<file path="src/rtl/seq_shift_unit.sv">
// Iterative 32-bit shifter: one power-of-two stage (16, 8, 4, 2, 1) per clock,
// with valid/ready handshakes on both the request side and the result side.
module seq_shift_unit #(
    parameter bit ZERO_BYPASS = 1'b1
) (
    input  logic        clock,
    input  logic        reset,
    input  logic        in_valid,
    output logic        in_ready,
    input  logic [31:0] operand,
    input  logic [4:0]  shamt,
    input  logic        lr_shift,
    output logic        out_valid,
    input  logic        out_ready,
    output logic [31:0] result,
    output logic        busy
);

    typedef enum logic [1:0] {
        IDLE  = 2'd0,
        SHIFT = 2'd1,
        DONE  = 2'd2
    } state_t;

    state_t             state;
    state_t             state_next;
    logic [31:0]        acc;
    logic [4:0]         shamt_q;
    logic               dir_q;
    logic [2:0]         idx;
    logic [4:0]         stage_amt;
    logic [31:0]        acc_sll;
    logic signed [31:0] acc_sra;
    logic               accept;
    logic               bypass;

    assign accept    = in_valid && (state == IDLE);
    assign bypass    = ZERO_BYPASS && (shamt == 5'd0);
    assign stage_amt = 5'd1 << idx;
    assign acc_sll   = acc << stage_amt;
    // Kept in its own signed signal so >>> stays arithmetic and fills with acc[31].
    assign acc_sra   = $signed(acc) >>> stage_amt;

    assign in_ready  = (state == IDLE);
    assign out_valid = (state == DONE);
    assign busy      = (state != IDLE);
    assign result    = acc;

    // NOTE: sequential state uses non-blocking assignments only, so every
    // register samples pre-edge values regardless of statement order.
    always_ff @(posedge clock) begin
        if (!reset) begin
            state <= IDLE;
        end else begin
            state <= state_next;
        end
    end

    // NOTE: state_next is defaulted before the case so no path infers a latch.
    always_comb begin
        state_next = state;
        case (state)
            IDLE:    if (accept) state_next = bypass ? DONE : SHIFT;
            SHIFT:   if (idx == 3'd0) state_next = DONE;
            DONE:    if (out_ready) state_next = IDLE;
            default: state_next = IDLE;
        endcase
    end

    // A stage whose shamt bit is clear leaves acc untouched but still spends its cycle.
    always_ff @(posedge clock) begin
        if (!reset) begin
            acc     <= 32'd0;
            shamt_q <= 5'd0;
            dir_q   <= 1'b0;
            idx     <= 3'd0;
        end else if (accept) begin
            acc     <= operand;
            shamt_q <= shamt;
            dir_q   <= lr_shift;
            idx     <= 3'd4;
        end else if (state == SHIFT) begin
            if (shamt_q[idx]) begin
                acc <= dir_q ? acc_sra : acc_sll;
            end
            idx <= idx - 3'd1;
        end
    end

endmodule

</file>
<file path="config.mk">
export PLATFORM = sky130hd
export DESIGN_NAME = seq_shift_unit
export DESIGN_NICKNAME = d
export VERILOG_FILES = /design/src/rtl/seq_shift_unit.sv
export SDC_FILE = /design/constraint.sdc
export NUM_CORES = 1
export LEC_CHECK = 0
export CELL_PAD_IN_SITES_DETAIL_PLACEMENT = 2
export CELL_PAD_IN_SITES_GLOBAL_PLACEMENT = 2
export CORE_MARGIN = 10
export CORE_UTILIZATION = 36
export DETAILED_ROUTE_END_ITERATION = 12
export GPL_TIMING_DRIVEN = 1
export PLACE_DENSITY = 0.93
export SLEW_MARGIN = 20
export SYNTH_ARGS = -nofsm -noshare
export SYNTH_HDL_FRONTEND = slang
export SYNTH_SLANG_ARGS = --single-unit
</file>
<file path="constraint.sdc">
create_clock -name clock -period 6.1 [get_ports clock]
set_input_delay 1.22 -clock clock [delete_from_list [all_inputs] [get_ports clock]]
set_output_delay 1.22 -clock clock [all_outputs]
set_load 0.01 [all_outputs]
</file>
==> flow_metrics.tcl, run 1 <==
set metrics [dict create \
    status "completed" \
    wirelength_mm 34.3 \
    numCtsBuffers 5 \
    yosysWarnings 0 \
    crit_cells 10 \
    cp-startpoint "idx[0]" \
    drive_above_1_share 0.149 \
    grt_usage 0.299 \
    nNetsFinal 822 \
    via_count 7440 \
    r2r_start "idx[0]" \
    syn_nets 816 \
    critPathBufInv 3 \
    p_int_mw 1.12 \
    arrival_ns 4.08 \
    post-cts-setup-buffers 0 \
    crit_chain "inv_1 -> ha_2 -> buf_4 -> buf_4 -> and2_1 -> nor2_2 -> nand2_1 -> o31ai_1 -> a31oi_1 -> a31oi_1" \
    worst-slew-pin-transition_ns 1.11 \
    path_class "reg2reg" \
    vdd_drop_max_mv 0.137 \
    min_from "shamt_q[4]" \
    gp_congestion 1.04 \
    dieArea_mm2 0.0223 \
    slowest_delay_ns 0.56 \
    ys_top_cells_by_area "dfxtp_1 (14%), mux4_2 (13%), mux2i_1 (5.2%)" \
    endpoint_kind "flop" \
    grt_pass1_wl_mm 51.3 \
    synth_top_area_share 0.143 \
    grt_start_max_net_pins 46 \
    clkSinkCount 43 \
    leakage_nw 2.47 \
    die_w_um 149 \
    hpwl_mm 25.0 \
    netlist_instances 769 \
    fmax_mhz 260 \
    yosysSeqAreaShare 0.143 \
    hold_viol_final 0 \
    drc 0 \
    fin_setup_tns_ns 0 \
    cts-root-buf "clkbuf_16" \
    hold_depth 2 \
    yosys_register_bits 43 \
    drt_first_pass_iters 5 \
    io_pins 77 \
    area_growth_syn_to_layout_pct 14.7 \
    netlist.top_cell.by_area "dfxtp_1" \
    p_sw_mw 1.36 \
    clkTransAtPathRegs_ns 0.07 \
    cts_tree "done" \
    seqPwrFrac 0.215 \
    io_buffers 76 \
    slowest_stage "nand2_1" \
    finalCritPeriodShare 0.632 \
    antenna_found_initial 2 \
    core_mm2 0.0165 \
    first_global_vias 7762 \
    insertion_delay_ns 0.30 \
    post-synth-top-count-cell "nand2_1" \
    min_path_type "reg2reg" \
    start_util 0.365 \
    fin_skew_ns 0.00682 \
    ant_nets 0 \
    clockBufferDepth 2 \
    synth_common_cells "nand2_1 (69), nor2_1 (68), clkbuf_1 (57), o21ai_0 (55), a21oi_1 (44)" \
    cap_violations 0 \
    slew_headroom 0.251 \
    ys_types 79 \
    cts_resized 0 \
    start_kind "flop" \
    power_per_cell_area_mw_per_mm2 358 \
    initialDrtViolationCount 1158 \
    reg2regPathDepth 10 \
    utilization 0.419 \
    ys.flop_type "dfxtp_1" \
    crit_family "simple AND/OR/NAND/NOR gates" \
    hold_ws_ns 0.472 \
    htreeDepth 2 \
    via_per_inst 7.47 \
    avgSynthCellArea_um2 7.82 \
    setup_viol 0 \
    cts-hold-fix-buffers 0 \
    overflow 0 \
    fp.dieH_um 149 \
    p_sw_frac 0.548 \
    slew_violations 0 \
    required_ns 6.33 \
    period_minus_slack_ns 3.85 \
    combPwrFrac 0.673 \
    core.rowCount 47 \
    synth_edf_count 0 \
    power_frac_clock 0.112 \
    rsz0062_at_grt "no" \
    diodes 0 \
    async_flop_share 0 \
    cp_max_fo 42 \
    wl_per_cell_um 34.5 \
    syn-cell-area_mm2 0.00601 \
]
==> flip-flops by register name (all words and copies together) (netlist names), named ones only <==
| register | cells |
|---|---|
| result | 31 |
| shamt_q | 5 |
| idx | 3 |
| state | 2 |
| dir_q | 1 |
==> tightest hold or removal path, stage by stage, from the launching register on <==
cell and delay, ns:
dfxtp_1 0.31, nand2_1 0.05, a21boi_0 0.07
==> per-stage QoR <==
step                worst slack (ns)  instances  instance area (um2)  power, mW
floorplan                       3.42        769                 6010       1.46
global placement                2.19        988                 6750       2.03
detailed placement              2.03        988                 6750       2.10
CTS                             2.34        996                 6890       2.38
global route                    2.09        996                 6900       2.54
finish                          2.25        996                 6900       2.47
==> power groups by stage <==
stage	sequential [mW]	clock, mW	combinational, mW
final	0.532	0.276	1.66
after global routing	0.529	0.287	1.72
after CTS	0.514	0.276	1.59
after detailed placement	0.520	0	1.58
after global placement	0.509	0	1.52
after floorplan	0.392	0	1.07
==> path summary, 6_finish.rpt <==
check,slack (ns),to
worst max-delay path,2.25,result[2]
worst min-delay path,0.47,shamt_q[4]
worst max register to register,2.25,result[2]
worst min register to register,0.47,shamt_q[4]
==> routing by layer <==
| layer | wire length [um] | GRT usage |
|---|---|---|
| met5 | 34 | 0 |
| met4 | 1750 | 0.137 |
| met3 | 4100 | 0.0758 |
| met2 | 15100 | 0.466 |
| met1 | 13300 | 0.379 |
==> logic make-up (layout without fill, tap and decap cells) <==
| kind of cell | Yosys count | in the layout | share of synthesized area |
|---|---|---|---|
| AOI/OAI and AO/OA | 296 | 296 | 0.350 |
| buffers and inverters | 113 | 120 | 0.0878 |
| xor gates and xnor gates | 2 | 2 | 0.00291 |
| adders and majority gates | 5 | 5 | 0.0104 |
| muxes | 92 | 92 | 0.230 |
| and+or+nand+nor | 218 | 218 | 0.176 |
| DFF | 43 | 43 | 0.143 |
==> area by class of cell <==
type,count,area [um2]
Fill cell,1873,9570
Clock buffer,7,133
Tap cell,220,275
Clock inverter,1,5.00
Timing Repair Buffer,99,933
Sequential cell,43,861
Inverter,13,48.8
Multi-Input combinational cell,613,4640
==> placed cells by master, fill, tap and decap left out, types with 5 or more instances in the layout <==
cell type	n
nor2b_1	10
and2_1	6
nand3_1	7
a22oi_1	20
nor2_1	68
dfxtp_1	43
or3_1	5
o31ai_1	7
clkdlybuf4s50_1	76
buf_4	23
o22ai_1	21
nand2_1	69
a211oi_1	13
a22o_1	6
a21boi_0	7
mux2i_1	31
clkbuf_16	5
inv_1	13
mux4_2	34
o21ai_0	55
mux2_2	27
nor4_1	6
a221oi_1	12
o22a_1	5
o221a_2	10
a21o_1	11
nor3_1	10
o211ai_1	5
a31oi_1	15
a21oi_1	44
nand2b_1	11
Power figures use the tool's default switching activity.
==> inputs of run 2 (changes only) <==
Settings changed: CORE_UTILIZATION 36 to 34, PLACE_DENSITY 0.93 to 0.89.
Clock period 6.1 ns to 4.05 ns, I/O delays scaled along.
==> run 2 against run 1 <==
  * Hold slack improved by 0.0093 ns
  * Cell area rose by 3.4%
  * Maximum frequency rose by 8.8%
  * Largest cell class unchanged
  * Sequential power rose by 54%
  * Global-route usage fell by 1.2 points
  * Register-to-register slack got worse by 1.7 ns
  * Power rose by 57%
  * Sequential share of layout area fell by 0.41 points
  * Clock skew rose by 0.00086 ns
  * Worst setup slack got worse by 1.7 ns
  * Clock power rose by 69%
  * Largest power group unchanged
==> flow_metrics.tcl, run 2 (same netlist as run 1, synthesis figures left out) <==
set metrics [dict create \
    status "completed" \
    finalCritPeriodShare 0.875 \
    diodes 0 \
    initialDrtViolationCount 937 \
    leakage_nw 2.61 \
    io_buffers 76 \
    cts_resized 0 \
    p_total_mw 3.88 \
    clkSinkCount 43 \
    cp-startpoint "idx[0]" \
    reg2regPathDepth 9 \
    start_kind "flop" \
    via_per_inst 7.36 \
    largest_register_ffs 31 \
    area_growth_syn_to_layout_pct 18.6 \
    fp.dieH_um 153 \
    wl_met1_mm 13.3 \
    drc 0 \
    slew_headroom 0.317 \
    final_common_cell "clkdlybuf4s50_1" \
    dr_wl_met3_mm 4.30 \
    grt_start_max_net_pins 43 \
    hpwl_mm 26.5 \
    nNetsFinal 851 \
    wl_met2_mm 15.7 \
    endpoint_kind "flop" \
    gp_congestion 1.02 \
    cts-hold-fix-buffers 0 \
    r2r_start "idx[0]" \
    drt_first_pass_iters 7 \
    setup_viol 0 \
    core.rowCount 48 \
    period_minus_slack_ns 3.54 \
    regToRegEndpoint "result[22]" \
    start_util 0.348 \
    crit_end "result[22]" \
    io_pins 77 \
    fmax_mhz 282 \
    grt_usage 0.287 \
    drive_above_1_share 0.181 \
    cts-root-buf "clkbuf_16" \
    overflow 0 \
    required_ns 4.30 \
    ant_nets 0 \
    numCtsBuffers 5 \
    post-cts-setup-buffers 0 \
    grt_pass1_wl_mm 53.3 \
    fin_skew_ns 0.00768 \
    antenna_found_initial 0 \
    core_mm2 0.0173 \
    min_path_type "reg2reg" \
    insertion_delay_ns 0.30 \
    place_ws_ns 0.650 \
    cts_tree "done" \
    hold_viol_final 0 \
    rsz0062_at_grt "no" \
    slew_violations 0 \
    wl_per_cell_um 34.4 \
    dieArea_mm2 0.0234 \
    clkTransAtPathRegs_ns 0.07 \
    htreeDepth 2 \
    worst-slew-pin-transition_ns 1.02 \
    vdd_drop_max_mv 0.247 \
    wirelength_mm 35.5 \
    via_count 7585 \
    mostFrequentLayoutCells "clkdlybuf4s50_1 (76), nand2_1 (69), nor2_1 (68)" \
    fin_setup_tns_ns 0 \
    clockBufferDepth 2 \
    path_class "reg2reg" \
    die_w_um 153 \
    first_global_vias 8080 \
    setup_ws_ns 0.508 \
    cap_violations 0 \
    power_per_cell_area_mw_per_mm2 544 \
    r2r_setup_slack_ns 0.51 \
    cp_max_fo 19 \
    top_layer "met4" \
    arrival_ns 3.79 \
]
[run 2: changes by cell type in the layout (fill, tap and decap cells not counted)]
cell	change
buf_4	+29
clkbuf_1	-2
clkbuf_8	+1
clkinv_2	-1
clkinv_4	+1
clkinvlp_4	+1
nor4b_1	+1
nor4b_2	-1
[run 2: metal layers]
| layer | vias to the layer above | GRT usage |
|---|---|---|
| met1 | 3746 | 0.343 |
| li1 | 3052 | - |
| met5 | - | 0 |
| met4 | 0 | 0.140 |
| met3 | 168 | 0.0918 |
| met2 | 619 | 0.454 |
[run 2: worst min path at each step]
stage / start / to / depth (start not counted)
after floorplan: shamt_q[4] / shamt_q[4] / 2
after global placement: shamt_q[4] / shamt_q[4] / 2
after detailed placement: shamt_q[3] / shamt_q[3] / 2
after CTS: shamt_q[3] / shamt_q[3] / 2
after global routing: shamt_q[3] / shamt_q[3] / 2
final: shamt_q[3] / shamt_q[3] / 2
[run 2: final cells by class]
class | instances | area (um2)
well taps | 225 | 282
multi-input cells | 613 | 4630
fillers | 1976 | 10200
flip-flops and latches | 43 | 861
inverters | 13 | 48.8
clock inverters | 2 | 16.3
repair buffers | 128 | 1150
clock buffers | 6 | 139
[run 2: critical path, stage by stage, from the launching register on]
cell      delay (ns)
dfxtp_1         0.40
inv_1           0.15
ha_1            0.76
nor2b_1         0.40
buf_4           0.38
o221ai_1        0.18
o22ai_1         0.50
nand2_1         0.22
o211ai_1        0.21
o221a_2         0.26
[run 2: through the flow]
stage                util  std cells  cell area [um2]  hold WS (ns)
finish              0.412       1030             7130         0.481
global route        0.412       1030             7130         0.523
CTS                 0.412       1030             7130         0.489
detailed placement  0.403       1022             6980         0.478
global placement    0.403       1022             6980         0.459
floorplan               -        769             6010         0.439
[run 2: power by group]
part	switching, mW	internal (mW)
Combinational	1.55	1.05
Clock	0.218	0.248
Sequential	0.323	0.496
